`src/rtl/packet_byte_readout_if.sv`:
```
// Packet capture inputs and byte-stream outputs of the BLE packet readout.
// master = sniffer/host side, slave = the readout block.
interface packet_byte_readout_if #(
  parameter int DATA_W = 368
);
  logic              pkt_valid;
  logic [DATA_W-1:0] pkt_data;
  logic [8:0]        pkt_len;
  logic              out_valid;
  logic              out_ready;
  logic [7:0]        out_data;
  logic              out_last;

  modport master (
    output pkt_valid, pkt_data, pkt_len, out_ready,
    input  out_valid, out_data, out_last
  );

  modport slave (
    input  pkt_valid, pkt_data, pkt_len, out_ready,
    output out_valid, out_data, out_last
  );
endinterface

```
`src/rtl/packet_byte_readout.sv`:
```
// Buffers one sniffed BLE packet and replays it as NB header + on-air bytes; header valid 1 cycle after strobe.
// Outputs hold under out_ready=0; strobes while busy are dropped. PKT_READOUT_DROP_CNT_EN adds drop_cnt + 2nd header byte.
module packet_byte_readout #(
  parameter int PACKET_LEN_MAX = 376,
  parameter int PREAMBLE_LEN   = 8
) (
  input  logic                  symbol_clk,
  input  logic                  rst,
  packet_byte_readout_if.slave  bus,
  output logic                  busy,
  output logic                  len_err
`ifdef PKT_READOUT_DROP_CNT_EN
  ,
  output logic [7:0]            drop_cnt
`endif
);

  localparam int DATA_W = PACKET_LEN_MAX - PREAMBLE_LEN;
  localparam int NB_MAX = DATA_W / 8;

  typedef enum logic [1:0] {
    IDLE,
    HDR,
`ifdef PKT_READOUT_DROP_CNT_EN
    HDR2,
`endif
    DATA
  } state_t;

  state_t            state, state_nxt;
  logic [DATA_W-1:0] pkt_buf;
  logic [5:0]        nb_q;
  logic [5:0]        rem;
  logic [5:0]        nb_in;
  logic              len_ok;
  logic              strobe_ok;
  logic              hs;
  logic              cap;
  logic [7:0]        data_byte;

  function automatic logic [7:0] bitrev(input logic [7:0] b);
    for (int i = 0; i < 8; i++) bitrev[i] = b[7-i];
  endfunction

  // Lengths below the preamble wrap to a huge NB and fail the range test.
  assign nb_in     = 6'((bus.pkt_len - 9'(PREAMBLE_LEN)) >> 3);
  assign len_ok    = (bus.pkt_len[2:0] == 3'd0) && (nb_in != 6'd0) && (nb_in <= 6'(NB_MAX));
  assign strobe_ok = bus.pkt_valid && len_ok;
  assign hs        = (state != IDLE) && bus.out_ready;
  assign cap       = (state_nxt == HDR) && (state != HDR);
  assign busy      = (state != IDLE);
  // rem counts down, so the earliest on-air byte is the highest slice.
  assign data_byte = pkt_buf[{rem, 3'b000} +: 8];

`ifdef PKT_READOUT_DROP_CNT_EN
  logic [7:0] drop_snap;
  logic       drop;

  assign drop = strobe_ok && (state != IDLE) && !cap;

  always_ff @(posedge symbol_clk or negedge rst) begin
    if (!rst) begin
      drop_cnt  <= 8'd0;
      drop_snap <= 8'd0;
    end else begin
      if (drop && (drop_cnt != 8'hFF)) drop_cnt <= drop_cnt + 8'd1;
      if (cap) drop_snap <= drop_cnt;
    end
  end
`endif

  always_comb begin
    state_nxt    = state;
    bus.out_valid = 1'b0;
    bus.out_data  = 8'h00;
    bus.out_last  = 1'b0;
    case (state)
      IDLE: begin
        if (strobe_ok) state_nxt = HDR;
      end
      HDR: begin
        bus.out_valid = 1'b1;
        bus.out_data  = {2'b00, nb_q};
`ifdef PKT_READOUT_DROP_CNT_EN
        if (hs) state_nxt = HDR2;
      end
      HDR2: begin
        bus.out_valid = 1'b1;
        bus.out_data  = drop_snap;
`endif
        if (hs) state_nxt = DATA;
      end
      DATA: begin
        bus.out_valid = 1'b1;
        bus.out_data  = bitrev(data_byte);
        bus.out_last  = (rem == 6'd0);
        if (hs && (rem == 6'd0)) state_nxt = strobe_ok ? HDR : IDLE;
      end
      default: state_nxt = IDLE;
    endcase
  end

  always_ff @(posedge symbol_clk or negedge rst) begin
    if (!rst) begin
      state   <= IDLE;
      pkt_buf <= '0;
      nb_q    <= 6'd0;
      rem     <= 6'd0;
      len_err <= 1'b0;
    end else begin
      state   <= state_nxt;
      len_err <= bus.pkt_valid && !len_ok;
      if (cap) begin
        pkt_buf <= bus.pkt_data;
        nb_q    <= nb_in;
      end
      if ((state != DATA) && (state_nxt == DATA)) rem <= nb_q - 6'd1;
      else if ((state == DATA) && hs && (rem != 6'd0)) rem <= rem - 6'd1;
    end
  end

endmodule

```
`src/flat_wrapper.sv`:
```
// flat-port wrapper written by rule: the top's interface ports become plain ports
module packet_byte_readout_flat 
#(
  parameter int PACKET_LEN_MAX = 376,
  parameter int PREAMBLE_LEN   = 8
)
  (symbol_clk, rst, busy, len_err, bus_pkt_valid, bus_pkt_data, bus_pkt_len, bus_out_ready, bus_out_valid, bus_out_data, bus_out_last);
  packet_byte_readout_if #(.DATA_W((368))) bus_i ();
  input  logic symbol_clk;
  input  logic rst;
  output logic busy;
  output logic len_err;
  input wire logic [$bits(bus_i.pkt_valid)-1:0] bus_pkt_valid;
  input wire logic [$bits(bus_i.pkt_data)-1:0] bus_pkt_data;
  input wire logic [$bits(bus_i.pkt_len)-1:0] bus_pkt_len;
  input wire logic [$bits(bus_i.out_ready)-1:0] bus_out_ready;
  output wire logic [$bits(bus_i.out_valid)-1:0] bus_out_valid;
  output wire logic [$bits(bus_i.out_data)-1:0] bus_out_data;
  output wire logic [$bits(bus_i.out_last)-1:0] bus_out_last;
  assign bus_i.pkt_valid = bus_pkt_valid;
  assign bus_i.pkt_data = bus_pkt_data;
  assign bus_i.pkt_len = bus_pkt_len;
  assign bus_i.out_ready = bus_out_ready;
  assign bus_out_valid = bus_i.out_valid;
  assign bus_out_data = bus_i.out_data;
  assign bus_out_last = bus_i.out_last;
  packet_byte_readout #(.PACKET_LEN_MAX(PACKET_LEN_MAX), .PREAMBLE_LEN(PREAMBLE_LEN)) u_core (.symbol_clk(symbol_clk), .rst(rst), .bus(bus_i), .busy(busy), .len_err(len_err));
endmodule
```
`config.mk`:
```
export PLATFORM = sky130hd
export DESIGN_NAME = packet_byte_readout_flat
export DESIGN_NICKNAME = d
export VERILOG_FILES = /design/src/rtl/packet_byte_readout_if.sv /design/src/rtl/packet_byte_readout.sv /design/src/flat_wrapper.sv
export SDC_FILE = /design/constraint.sdc
export NUM_CORES = 1
export LEC_CHECK = 0
export BUFFER_PORTS_ARGS = -buffer_cell sky130_fd_sc_hd__clkbuf_2
export CORE_UTILIZATION = 45
export CTS_CLUSTER_DIAMETER = 150
export DETAILED_ROUTE_END_ITERATION = 8
export PLACE_DENSITY = 0.67
export SYNTH_ARGS = -nofsm -noshare
export SYNTH_HDL_FRONTEND = slang
export SYNTH_SLANG_ARGS = --single-unit
```
`constraint.sdc`:
```
create_clock -name symbol_clk -period 4.7 [get_ports symbol_clk]
set_input_delay 0.47 -clock symbol_clk [delete_from_list [all_inputs] [get_ports symbol_clk]]
set_output_delay 0.47 -clock symbol_clk [all_outputs]
set_load 0.03 [all_outputs]
```
==> results of run 1 <==
[cell type report]
class                      count  area [um^2]
sequential                   383         9590
timing repair buffer         424         2360
antenna                        4         10.0
clock buffer                  66         1310
fill                        3545        19900
multi-input combinational    650         9090
clock inverter                 9         87.6
inverter                       9         33.8
tap                          585          732
[registers in the layout, summed over array words and instances, names as in the netlist]
signal,cells
u_core.nb_q,6
u_core.len_err,1
u_core.state,2
u_core.pkt_buf,368
u_core.rem,6
[kinds of logic (layout without fill, tap and decap cells)]
kind of cell / count (synthesis) / count (layout) / share of synthesized area [%]
DFF: 383 / 383 / 48.7
buffers and inverters: 87 / 508 / 5.09
AOI/OAI and AO/OA: 67 / 67 / 2.35
other: 0 / 4 / 0
xor gates and xnor gates: 11 / 11 / 0.490
muxes: 497 / 497 / 41.1
and+or+nand+nor: 67 / 67 / 1.74
adders and majority gates: 8 / 8 / 0.509
[metal layers]
metal / part of all wire [%] / track usage (%) / vias to the layer above / wire length [um]
li1: - / - / 4994 / -
met1: 44 / 31.4 / 5773 / 21900
met2: 47 / 35.1 / 330 / 23100
met3: 5.7 / 4.64 / 80 / 2810
met4: 3.0 / 8.22 / 2 / 1460
met5: 0.034 / 0 / - / 17
[power by group]
part           internal (W)  switching, W  total (W)
registers           0.00506       0.00111    0.00617
clock network       0.00197       0.00138    0.00335
logic               0.00549       0.00329    0.00878
total                0.0125       0.00578     0.0183
[metrics by stage]
stage,cells,cell area [um^2],util [%]
6_report,2130,23200,53.9
5_1_grt,2130,23200,53.9
4_1_cts,2126,23200,53.9
3_5_place_dp,2051,21800,50.6
3_3_place_gp,2051,21800,50.6
2_1_floorplan,1120,19700,-
[cell usage after synthesis (all sizes together) (3+ instances only)]
cell type  instances
a21oi             16
a221oi             3
a22o               3
a22oi              3
a311oi             3
a31oi              4
a41oi              3
buf               63
clkbuf            15
dfrtp            383
ha                 8
inv                9
mux2             372
mux2i             21
mux4             104
nand2             14
nand4              3
nor2              22
nor2b              4
nor3               8
o21ai             17
o31ai              3
or2                4
xnor2              6
xor2               5
[final timing paths]
check	startpoint	to	slack [ns]	cells after the start
min reg2reg	u_core.pkt_buf[50]	u_core.pkt_buf[50]	0.50	1
max	u_core.rem[0]	bus_out_data[4]	0.43	7
max in group asynchronous	rst	u_core.rem[0]	3.35	2
min in group symbol_clk	bus_pkt_data[93]	u_core.pkt_buf[93]	0.12	2
min	rst	u_core.pkt_buf[352]	-0.02	1
max reg2reg	u_core.rem[0]	u_core.rem[4]	1.05	12
[layout by cell type, fill, tap and decap left out, drive strengths merged, types with 2 or more instances in the layout]
cell	n
mux2i	21
nand4	3
a22o	3
nand2	14
a41oi	3
a31oi	4
or4b	2
o31ai	3
a211oi	2
o32ai	2
or3	2
ha	8
xor2	5
o21ai	17
clkinv	7
mux2	372
a311oi	3
nand3	2
inv	10
diode	4
clkbuf	457
dfrtp	383
or2	4
a21oi	16
a221oi	3
o311a	2
buf	33
mux4	104
nor3	8
nor2b	4
nor2	22
a22oi	3
xnor2	6
==> results by group, run 1 <==
Setup path
  • CP most frequent cell: mux4_2
  • Slowest CP cell: dfrtp_4
  • Worst path cell trace: buf_12 > mux4_2 > mux4_2 > a22o_1 > a221oi_1 > nor3_1 > clkbuf_2
  • CP Class: flop to primary output
  • Worst Setup Start Kind: flop
  • Crit path required time: approximately 4.2 ns
  • Critical path fanouts, max: 38
  • CP top delay family: multiplexers
  • WP data arrival: 3.80 ns
  • Crit path buffers/inverters: 2
  • Critical path's largest stage delay: 0.82 ns
  • Crit end category: primary output

Placement
  • DP Worst Slack: around 0.95 ns
  • IO Port Bufs: 392
  • Final GP Congestion: 0.841
  • Hpwl dp: 35500 um

STA
  • Final Critical Period: 4.27 ns
  • F_max: 0.234 GHz
  • Hold_ws: -0.0160 ns
  • RSZ-0062 raised after global routing: false
  • Period utilisation layout: 90.9%
  • Worst-margin pin slew: 1.02 ns
  • Fin. Hold Viols: 3
  • Setup ws final: 0.429 ns
  • Clk_skew: 0.0265 ns
  • # setup viols final: 0
  • Max-slew headroom: 32.3%
  • Setup TNS: 0 ns
  • Slew Limit Fails: 0

Floorplan
  • IO Count: 393
  • Die Ht: around 210 um
  • Core ar.: 0.0431 mm^2
  • Row cnt: 76
  • Die width: 211 um
  • Starting Density: 45.7%
  • Full die area: 0.0446 mm^2

Logic synthesis
  • Post-synth EDFFs: 0
  • Share of the synthesized area in the top cell type: between 40% and 50%
  • Synthesized net count: 1509
  • Post-Synthesis Cell Area: between 0.015 and 0.02 mm^2
  • Post-synthesis cell count: 1120
  • Top post-synthesis cells by area: dfrtp_1, mux2_4, mux4_2
  • Mean Syn Cell Area: about 18 um^2
  • Unique cell type count in the Yosys netlist: 54
  • Primary FF master, synth: dfrtp_1
  • Post-synth ARST share: 100%
  • Ys Warns: 0
  • Leading area contributor after synthesis: dfrtp_1
  • Synthesized flop and latch total: 383
  • Sequential share of the synthesized area: between 40% and 50%

Clocking
  • Post-CTS Repair Setup Buffers: 0
  • Num CTS Buffers: 44
  • Clock sinks: ~380
  • Hold Buf Count CTS: 0
  • Root buffer selected by CTS: clkbuf_16
  • H-tree levels: 2
  • Worst-skew pair later-pin latency: 0.58 ns
  • Clock buffer depth: 3
  • Post-CTS resize count: 0
  • Clock slew at reported path FFs: 0.05 ns
  • CTS tree: done

Run status
  • Failing checks: negative hold slack
  • Status: finished with violations

Job
  • Max-Cap Viols: 0

Final layout
  • Synth-to-layout area growth: 18.0%
  • Share of post-route cells with drive strength above 1: 63.4%
  • Total Nets Final: ~1900

Power and ir drop
  • Pwr dens: 788 mW/mm^2
  • Peak supply drop: 0.000432 V
  • LEAKAGE: 11.5 nW
  • Pwr Total: 0.0183 W

Detailed routing
  • Vias after detailed routing: roughly 11000
  • DRC: 0
  • DR WL/cell: 23.1 um
  • Starting DRC count in detailed routing: 679
  • Antenna-violating nets left: 0
  • First-pass detailed-route iteration total: 4
  • Routed WL: 49300 um
  • Via density per instance: 5.25

Worst hold path
  • Worst Hold Class: input port to async pin

GRT
  • Gr ovfl total: 0
  • Vias in the first global route: approximately 12000
  • Total track usage: a little under a quarter
  • Largest net degree at the start of global routing: 122
  • First-pass GRT wire length: 74900 um
  • Initial antenna violation count: 10
Power figures use the tool's default switching activity.
==> run 2, diff against run 1 <==
--- a/config.mk
+++ b/config.mk
@@ -9,7 +9,7 @@
 export CORE_UTILIZATION = 45
 export CTS_CLUSTER_DIAMETER = 150
 export DETAILED_ROUTE_END_ITERATION = 8
-export PLACE_DENSITY = 0.67
+export PLACE_DENSITY = 0.7
 export SYNTH_ARGS = -nofsm -noshare
 export SYNTH_HDL_FRONTEND = slang
 export SYNTH_SLANG_ARGS = --single-unit
==> constraint.sdc (replaced) <==
create_clock -name symbol_clk -period 3.6 [get_ports symbol_clk]
set_input_delay 0.36 -clock symbol_clk [delete_from_list [all_inputs] [get_ports symbol_clk]]
set_output_delay 0.36 -clock symbol_clk [all_outputs]
set_load 0.03 [all_outputs]
==> run 2 against run 1 <==
The run ends with negative setup slack left. Via count increased by 2.2%. Combinational power increased by 40%. Die area unchanged. Worst setup slack got worse by 0.43 ns. Clock skew increased by 0.00061 ns.
==> results by group, run 2 (synthesis results as in run 1) <==
Run status
  • Status: finished with violations
  • Failing checks: negative setup slack

Placement
  • IO Port Bufs: 392 (unchanged)
  • Cells after DPL: 2063 (+0.59%)
  • Final GP Congestion: 0.791 (-5.9%)
  • Hpwl dp: 35100 um (-0.99%)
  • DP Worst Slack: 0.237 ns (-0.716 ns)

Setup path
  • Crit path required time: 3.24 ns (-0.99 ns)
  • Critical path fanouts, max: 8 (-79%)
  • Crit end category: primary output
  • CP Class: flop to primary output
  • R2r setup slk: 0.21 ns (-0.84 ns)
  • WP data arrival: 3.24 ns (-0.56 ns)
  • Worst Setup Start Kind: flop

Power and ir drop
  • Pwr Total: 0.0247 W (+35%)
  • Switching power: 0.00778 W (+35%)
  • Seq pwr share: 32.4% (-1.3 points)
  • LEAKAGE: 11.9 nW (+3.2%)
  • Comb pwr share: 49.9% (+1.9 points)
  • Pwr dens: 1030 mW/mm^2 (+30%)
  • Clock share of power: 17.7% (-0.6 points)
  • Peak supply drop: 0.000522 V (+21%)
  • Pint: 0.0169 W (+35%)
  • Switching share of power: 31.5% (-0.098 points)

Clocking
  • H-tree levels: 2 (unchanged)
  • Worst-skew pair later-pin latency: 0.56 ns (-0.02 ns)
  • Clock sinks: 383 (unchanged)
  • Clock slew at reported path FFs: 0.06 ns (about the same)
  • CTS tree: done
  • Clock buffer depth: 3 (unchanged)
  • Num CTS Buffers: 42 (-4.5%)
  • Root buffer selected by CTS: clkbuf_16

Final layout
  • Synth-to-layout area growth: 22.4%
  • FILL cells: 3363 (-5.1%)
  • Most frequent cells in the layout: clkbuf_2, dfrtp_1, mux2_4
  • Fin cells: 2186 (+2.6%)
  • Final Core Density: 55.9% (+2.0 points)
  • Max reg flops: 368 (unchanged)
  • Top Registers: u_core.pkt_buf: 368 flops, u_core.nb_q: 6 flops, u_core.rem: 6 flops
  • Top reg by flops: u_core.pkt_buf
  • Total Nets Final: 1952 (+2.7%)
  • Share of post-route cells with drive strength above 1: 64.0% (+0.57 points)
  • Commonest non-fill, non-tap cell in the layout: clkbuf_2

STA
  • Final Critical Period: roughly 3.6 ns
  • Max-slew headroom: 51.0% (+19 points)
  • F_max: 0.278 GHz
  • Setup TNS: -0.00351 ns (-0.00351 ns)
  • Slew Limit Fails: 0 (unchanged)
  • Clk_skew: 0.0271 ns (+0.000606 ns)
  • # setup viols final: 1 (+1)
  • Setup ws final: -0.00351 ns (-0.433 ns)
  • Fin. Hold Viols: 0 (-3)
  • RSZ-0062 raised after global routing: true
  • Period utilisation layout: 100%
  • Worst-margin pin slew: 0.729 ns (-0.287 ns)

Floorplan
  • Starting Density: 45.7% (unchanged)
  • Die width: 211 um (unchanged)
  • IO Count: 393 (unchanged)
  • Die Ht: 211 um (unchanged)
  • Full die area: 0.0446 mm^2 (unchanged)
  • Core ar.: 0.0431 mm^2 (unchanged)
  • Row cnt: 76 (unchanged)

Detailed routing
  • DRC: 0 (unchanged)
  • Via density per instance: 5.22 (-0.45%)
  • First-pass detailed-route iteration total: 5 (+1)
  • Starting DRC count in detailed routing: 784 (+15%)
  • Antenna-violating nets left: 0 (unchanged)
  • Routed WL: 49500 um (+0.47%)
  • DR WL/cell: 22.7 um (-2.1%)
  • Vias after detailed routing: 11421 (+2.2%)

GRT
  • First-pass GRT wire length: 75500 um (+0.79%)
  • Vias in the first global route: 12526 (+2.9%)
  • Initial antenna violation count: 12 (+2)
  • Largest net degree at the start of global routing: 93 (-24%)
  • Total track usage: 22.7% (+0.090 points)
  • Gr ovfl total: 0 (unchanged)

Job
  • Max-Cap Viols: 0 (unchanged)

Worst hold path
  • Worst Hold Class: input port to flop
## run 2: power by group through the flow
| stage | Combinational (W) | Sequential [W] | Clock, W |
|---|---|---|---|
| floorplan | 0.0101 | 0.00743 | 0 |
| global placement | 0.0117 | 0.00785 | 0 |
| detailed placement | 0.0119 | 0.00795 | 0 |
| CTS | 0.0124 | 0.00795 | 0.00448 |
| global route | 0.0131 | 0.00824 | 0.00467 |
| finish | 0.0123 | 0.00800 | 0.00438 |
## run 2: through the flow
step                      cell area, um^2  hold WS [ns]
after floorplan                     19700        0.0644
after global placement              22000         0.417
after detailed placement            22000         0.427
after CTS                           24000      0.000300
after global routing                24100       0.00954
final                               24100        0.0348
## run 2: what timing repair did
item	CTS	global route
setup endpoints to repair	8	7
endpoints found under the hold margin	108	0
buffers inserted	5	4
pin swaps	5	6
resized for setup	25	9
cloned	3	1
hold buffers	29	0
## run 2: area by class of cell
type / count / area (um^2) / share of cell area, %
tap: 585 / 732 / 3.04
sequential: 383 / 9590 / 39.8
clock inverter: 15 / 174 / 0.722
clock buffer: 59 / 1230 / 5.13
inverter: 9 / 33.8 / 0.140
antenna: 8 / 20.0 / 0.0831
multi-input combinational: 650 / 9170 / 38.1
timing repair buffer: 477 / 3130 / 13.0
## run 2: path summary, 6_finish.rpt
| kind | from | depth (start not counted) | endpoint |
|---|---|---|---|
| worst max-delay path | u_core.rem[0] | 8 | bus_out_data[4] |
| max in group asynchronous | rst | 3 | u_core.pkt_buf[334] |
| min in group asynchronous | rst | 2 | u_core.pkt_buf[354] |
| worst min-delay path | bus_pkt_data[243] | 2 | u_core.pkt_buf[243] |
| worst min register to register | u_core.pkt_buf[313] | 1 | u_core.pkt_buf[313] |
| worst max register to register | u_core.rem[0] | 12 | u_core.rem[4] |
## run 2: layer usage
layer,GRT usage (%),up-vias,wire [um]
li1,-,5104,-
met1,30.9,5897,21900
met2,36.1,328,23600
met3,4.33,88,2540
met4,8.57,4,1520
met5,0,-,22
## run 2: worst max-delay path, stage by stage (launching register included)
cell and delay [ns]:
dfrtp_4 0.57, buf_16 0.18, buf_6 0.11, mux4_2 0.49, mux4_2 0.57, a22o_4 0.32, a221oi_2 0.20, nor3_2 0.06
buf_4 0.18
==> run 3, diff against run 2 <==
--- a/config.mk
+++ b/config.mk
@@ -7,6 +7,7 @@
 export LEC_CHECK = 0
 export BUFFER_PORTS_ARGS = -buffer_cell sky130_fd_sc_hd__clkbuf_2
 export CORE_UTILIZATION = 45
+export CTS_BUF_LIST = sky130_fd_sc_hd__clkbuf_8
 export CTS_CLUSTER_DIAMETER = 150
 export DETAILED_ROUTE_END_ITERATION = 8
 export PLACE_DENSITY = 0.7
==> run 3 against run 2 <==
The flow still finishes with violations (negative setup slack). Count of clock-buffer cells in the layout grew 34. Die area is the same. Combinational power grew 4%. Register-to-register slack lost 0.03 ns. Via count grew 17%. Largest cell class unchanged. Largest power group unchanged. Highest routed layer unchanged.
==> results by group, run 3 (synthesis results as in run 1) <==
Final layout
  • Most frequent cells in the layout: clkbuf_2, dfrtp_1, dlygate4sd3_1
  • Total Nets Final: 2325 (+19%)
  • Commonest non-fill, non-tap cell in the layout: clkbuf_2
  • Max reg flops: 368 (unchanged)
  • Final Core Density: 64.0% (+8.1 points)
  • Top reg by flops: u_core.pkt_buf
  • FILL cells: 2975 (-12%)
  • Synth-to-layout area growth: 40.1%
  • Share of post-route cells with drive strength above 1: 53.5% (-10 points)
  • Fin cells: 2579 (+18%)
  • Final Cell Area: 0.0276 mm^2 (+14%)
  • Top Registers: u_core.pkt_buf: 368 flops, u_core.nb_q: 6 flops, u_core.rem: 6 flops

Power and ir drop
  • Peak supply drop: 0.000460 V (-12%)
  • Comb pwr share: 50.7% (+0.8 points)
  • Switching power: 0.00830 W (+6.6%)
  • Clock share of power: 17.2% (-0.5 points)
  • Pint: 0.0170 W (+0.44%)
  • Pwr dens: 918 mW/mm^2 (-11%)
  • Seq pwr share: 32.1% (-0.3 points)
  • LEAKAGE: 13.5 nW (+13%)
  • Switching share of power: 32.8% (+1.3 points)

Detailed routing
  • Antenna-violating nets left: 0 (unchanged)
  • Via density per instance: 5.17 (-0.98%)
  • First-pass detailed-route iteration total: 5 (unchanged)
  • Routed WL: 58900 um (+19%)
  • DRC: 0 (unchanged)
  • DR WL/cell: 22.9 um (+0.86%)
  • Vias after detailed routing: 13342 (+17%)
  • Starting DRC count in detailed routing: 999 (+27%)

STA
  • # setup viols final: 3 (+2)
  • Period utilisation layout: 101% (+1.3 points)
  • Setup ws final: -0.0518 ns (-0.0483 ns)
  • Max-slew headroom: 44.0% (-7.0 points)
  • RSZ-0062 raised after global routing: true
  • Worst-margin pin slew: 0.833 ns (+0.104 ns)
  • Clk_skew: 0.0242 ns (-0.00292 ns)
  • Slew Limit Fails: 0 (unchanged)
  • Final Critical Period: 3.65 ns (+0.0483 ns)
  • F_max: 0.274 GHz (-1.3%)
  • Fin. Hold Viols: 0 (unchanged)
  • Setup TNS: -0.106 ns (-0.103 ns)

Clocking
  • CTS tree: done
  • H-tree levels: 3 (+1)
  • Root buffer selected by CTS: clkbuf_8
  • Clock buffer depth: 3 (unchanged)
  • Clock slew at reported path FFs: 0.06 ns (about the same)
  • Worst-skew pair later-pin latency: 0.61 ns (+0.05 ns)
  • Num CTS Buffers: 69 (+64%)
  • Clock sinks: 383 (unchanged)

Setup path
  • WP data arrival: 3.29 ns (+0.05 ns)
  • Critical path fanouts, max: 6 (-2)
  • Crit path required time: 3.24 ns (about the same)
  • Worst Setup Start Kind: flop
  • Crit end category: primary output
  • R2R depth: 13 (+1)
  • CP Class: flop to primary output

Job
  • Max-Cap Viols: 0 (unchanged)

Floorplan
  • Core ar.: 0.0431 mm^2 (unchanged)
  • Row cnt: 76 (unchanged)
  • Starting Density: 45.7% (unchanged)
  • Die Ht: 211 um (unchanged)
  • Die width: 211 um (unchanged)
  • IO Count: 393 (unchanged)
  • Full die area: 0.0446 mm^2 (unchanged)

Run status
  • Status: finished with violations
  • Failing checks: negative setup slack

Placement
  • IO Port Bufs: 392 (unchanged)
  • DP Area: 0.0220 mm^2 (unchanged)
  • Cells after DPL: 2063 (unchanged)
  • Hpwl dp: 35100 um (unchanged)
  • Final GP Congestion: 0.791 (unchanged)

Worst hold path
  • Worst Hold Class: input port to flop
  • Hold path cells: 3 (+1)

GRT
  • Largest net degree at the start of global routing: 93 (unchanged)
  • First-pass GRT wire length: 88800 um (+17%)
  • Total track usage: 26.7% (+4.0 points)
  • Gr ovfl total: 0 (unchanged)
  • Initial antenna violation count: 16 (+4)
  • Vias in the first global route: 15221 (+22%)
-- run 3: cell type report --
type                            count  area [um^2]  area share [%]
Inverter                            9         33.8           0.123
Sequential cell                   383         9590            34.8
Clock inverter                     23          155           0.563
Antenna cell                       13         32.5           0.118
Tap cell                          585          732            2.66
Timing Repair Buffer              823         6570            23.8
Clock buffer                       93         1280            4.64
Multi-Input combinational cell    650         9160            33.3
-- run 3: what timing repair did --
| item | 4_1_cts | 5_1_grt |
|---|---|---|
| hold endpoints to repair | 449 | 0 |
| resized for setup | 20 | 24 |
| endpoints found under the setup margin | 8 | 8 |
| pin swaps | 1 | 6 |
| hold buffers | 370 | 0 |
| cloned | 3 | 1 |
| buffers inserted | 7 | 7 |
-- run 3: power groups by stage --
stage	Sequential [W]	Clock, W	Combinational [W]
after CTS	0.00796	0.00439	0.0126
after floorplan	0.00743	0	0.0101
final	0.00812	0.00434	0.0128
after detailed placement	0.00795	0	0.0119
after global routing	0.00832	0.00462	0.0135
after global placement	0.00785	0	0.0117
-- run 3: worst paths after layout --
path | start | to | slack, ns
min in group asynchronous | rst | u_core.pkt_buf[361] | 0.35
worst max-delay path | u_core.rem[0] | bus_out_data[3] | -0.05
max in group asynchronous | rst | u_core.pkt_buf[188] | 2.27
worst max register to register | u_core.rem[0] | u_core.rem[4] | 0.18
worst min register to register | u_core.pkt_buf[275] | u_core.pkt_buf[275] | 0.51
worst min-delay path | bus_pkt_len[0] | u_core.len_err | 0.19
-- run 3: metal layers --
layer / GRT usage, % / part of all wire [%] / vias to the layer above
li1: - / - / 5862
met1: 32.6 / 41 / 6798
met2: 44.2 / 50 / 509
met3: 5.84 / 5.2 / 167
met4: 14.4 / 4.5 / 6
met5: 0 / 0.070 / -
-- run 3: critical path: stages, from the launching register on --
cell,delay (ns)
dfrtp_4,0.56
buf_16,0.18
mux4_2,0.58
mux4_2,0.55
a22o_1,0.30
a221oi_2,0.22
nor3_2,0.10
buf_4,0.18
-- run 3: through the flow --
stage                     total power (W)  hold WS (ns)  setup WS [ns]
after floorplan                    0.0175        0.0644          0.216
after global placement             0.0195         0.417          0.326
after detailed placement           0.0198         0.427          0.237
after CTS                          0.0249         0.125         -0.140
after global routing               0.0265         0.167         -0.174
final                              0.0253         0.192        -0.0518
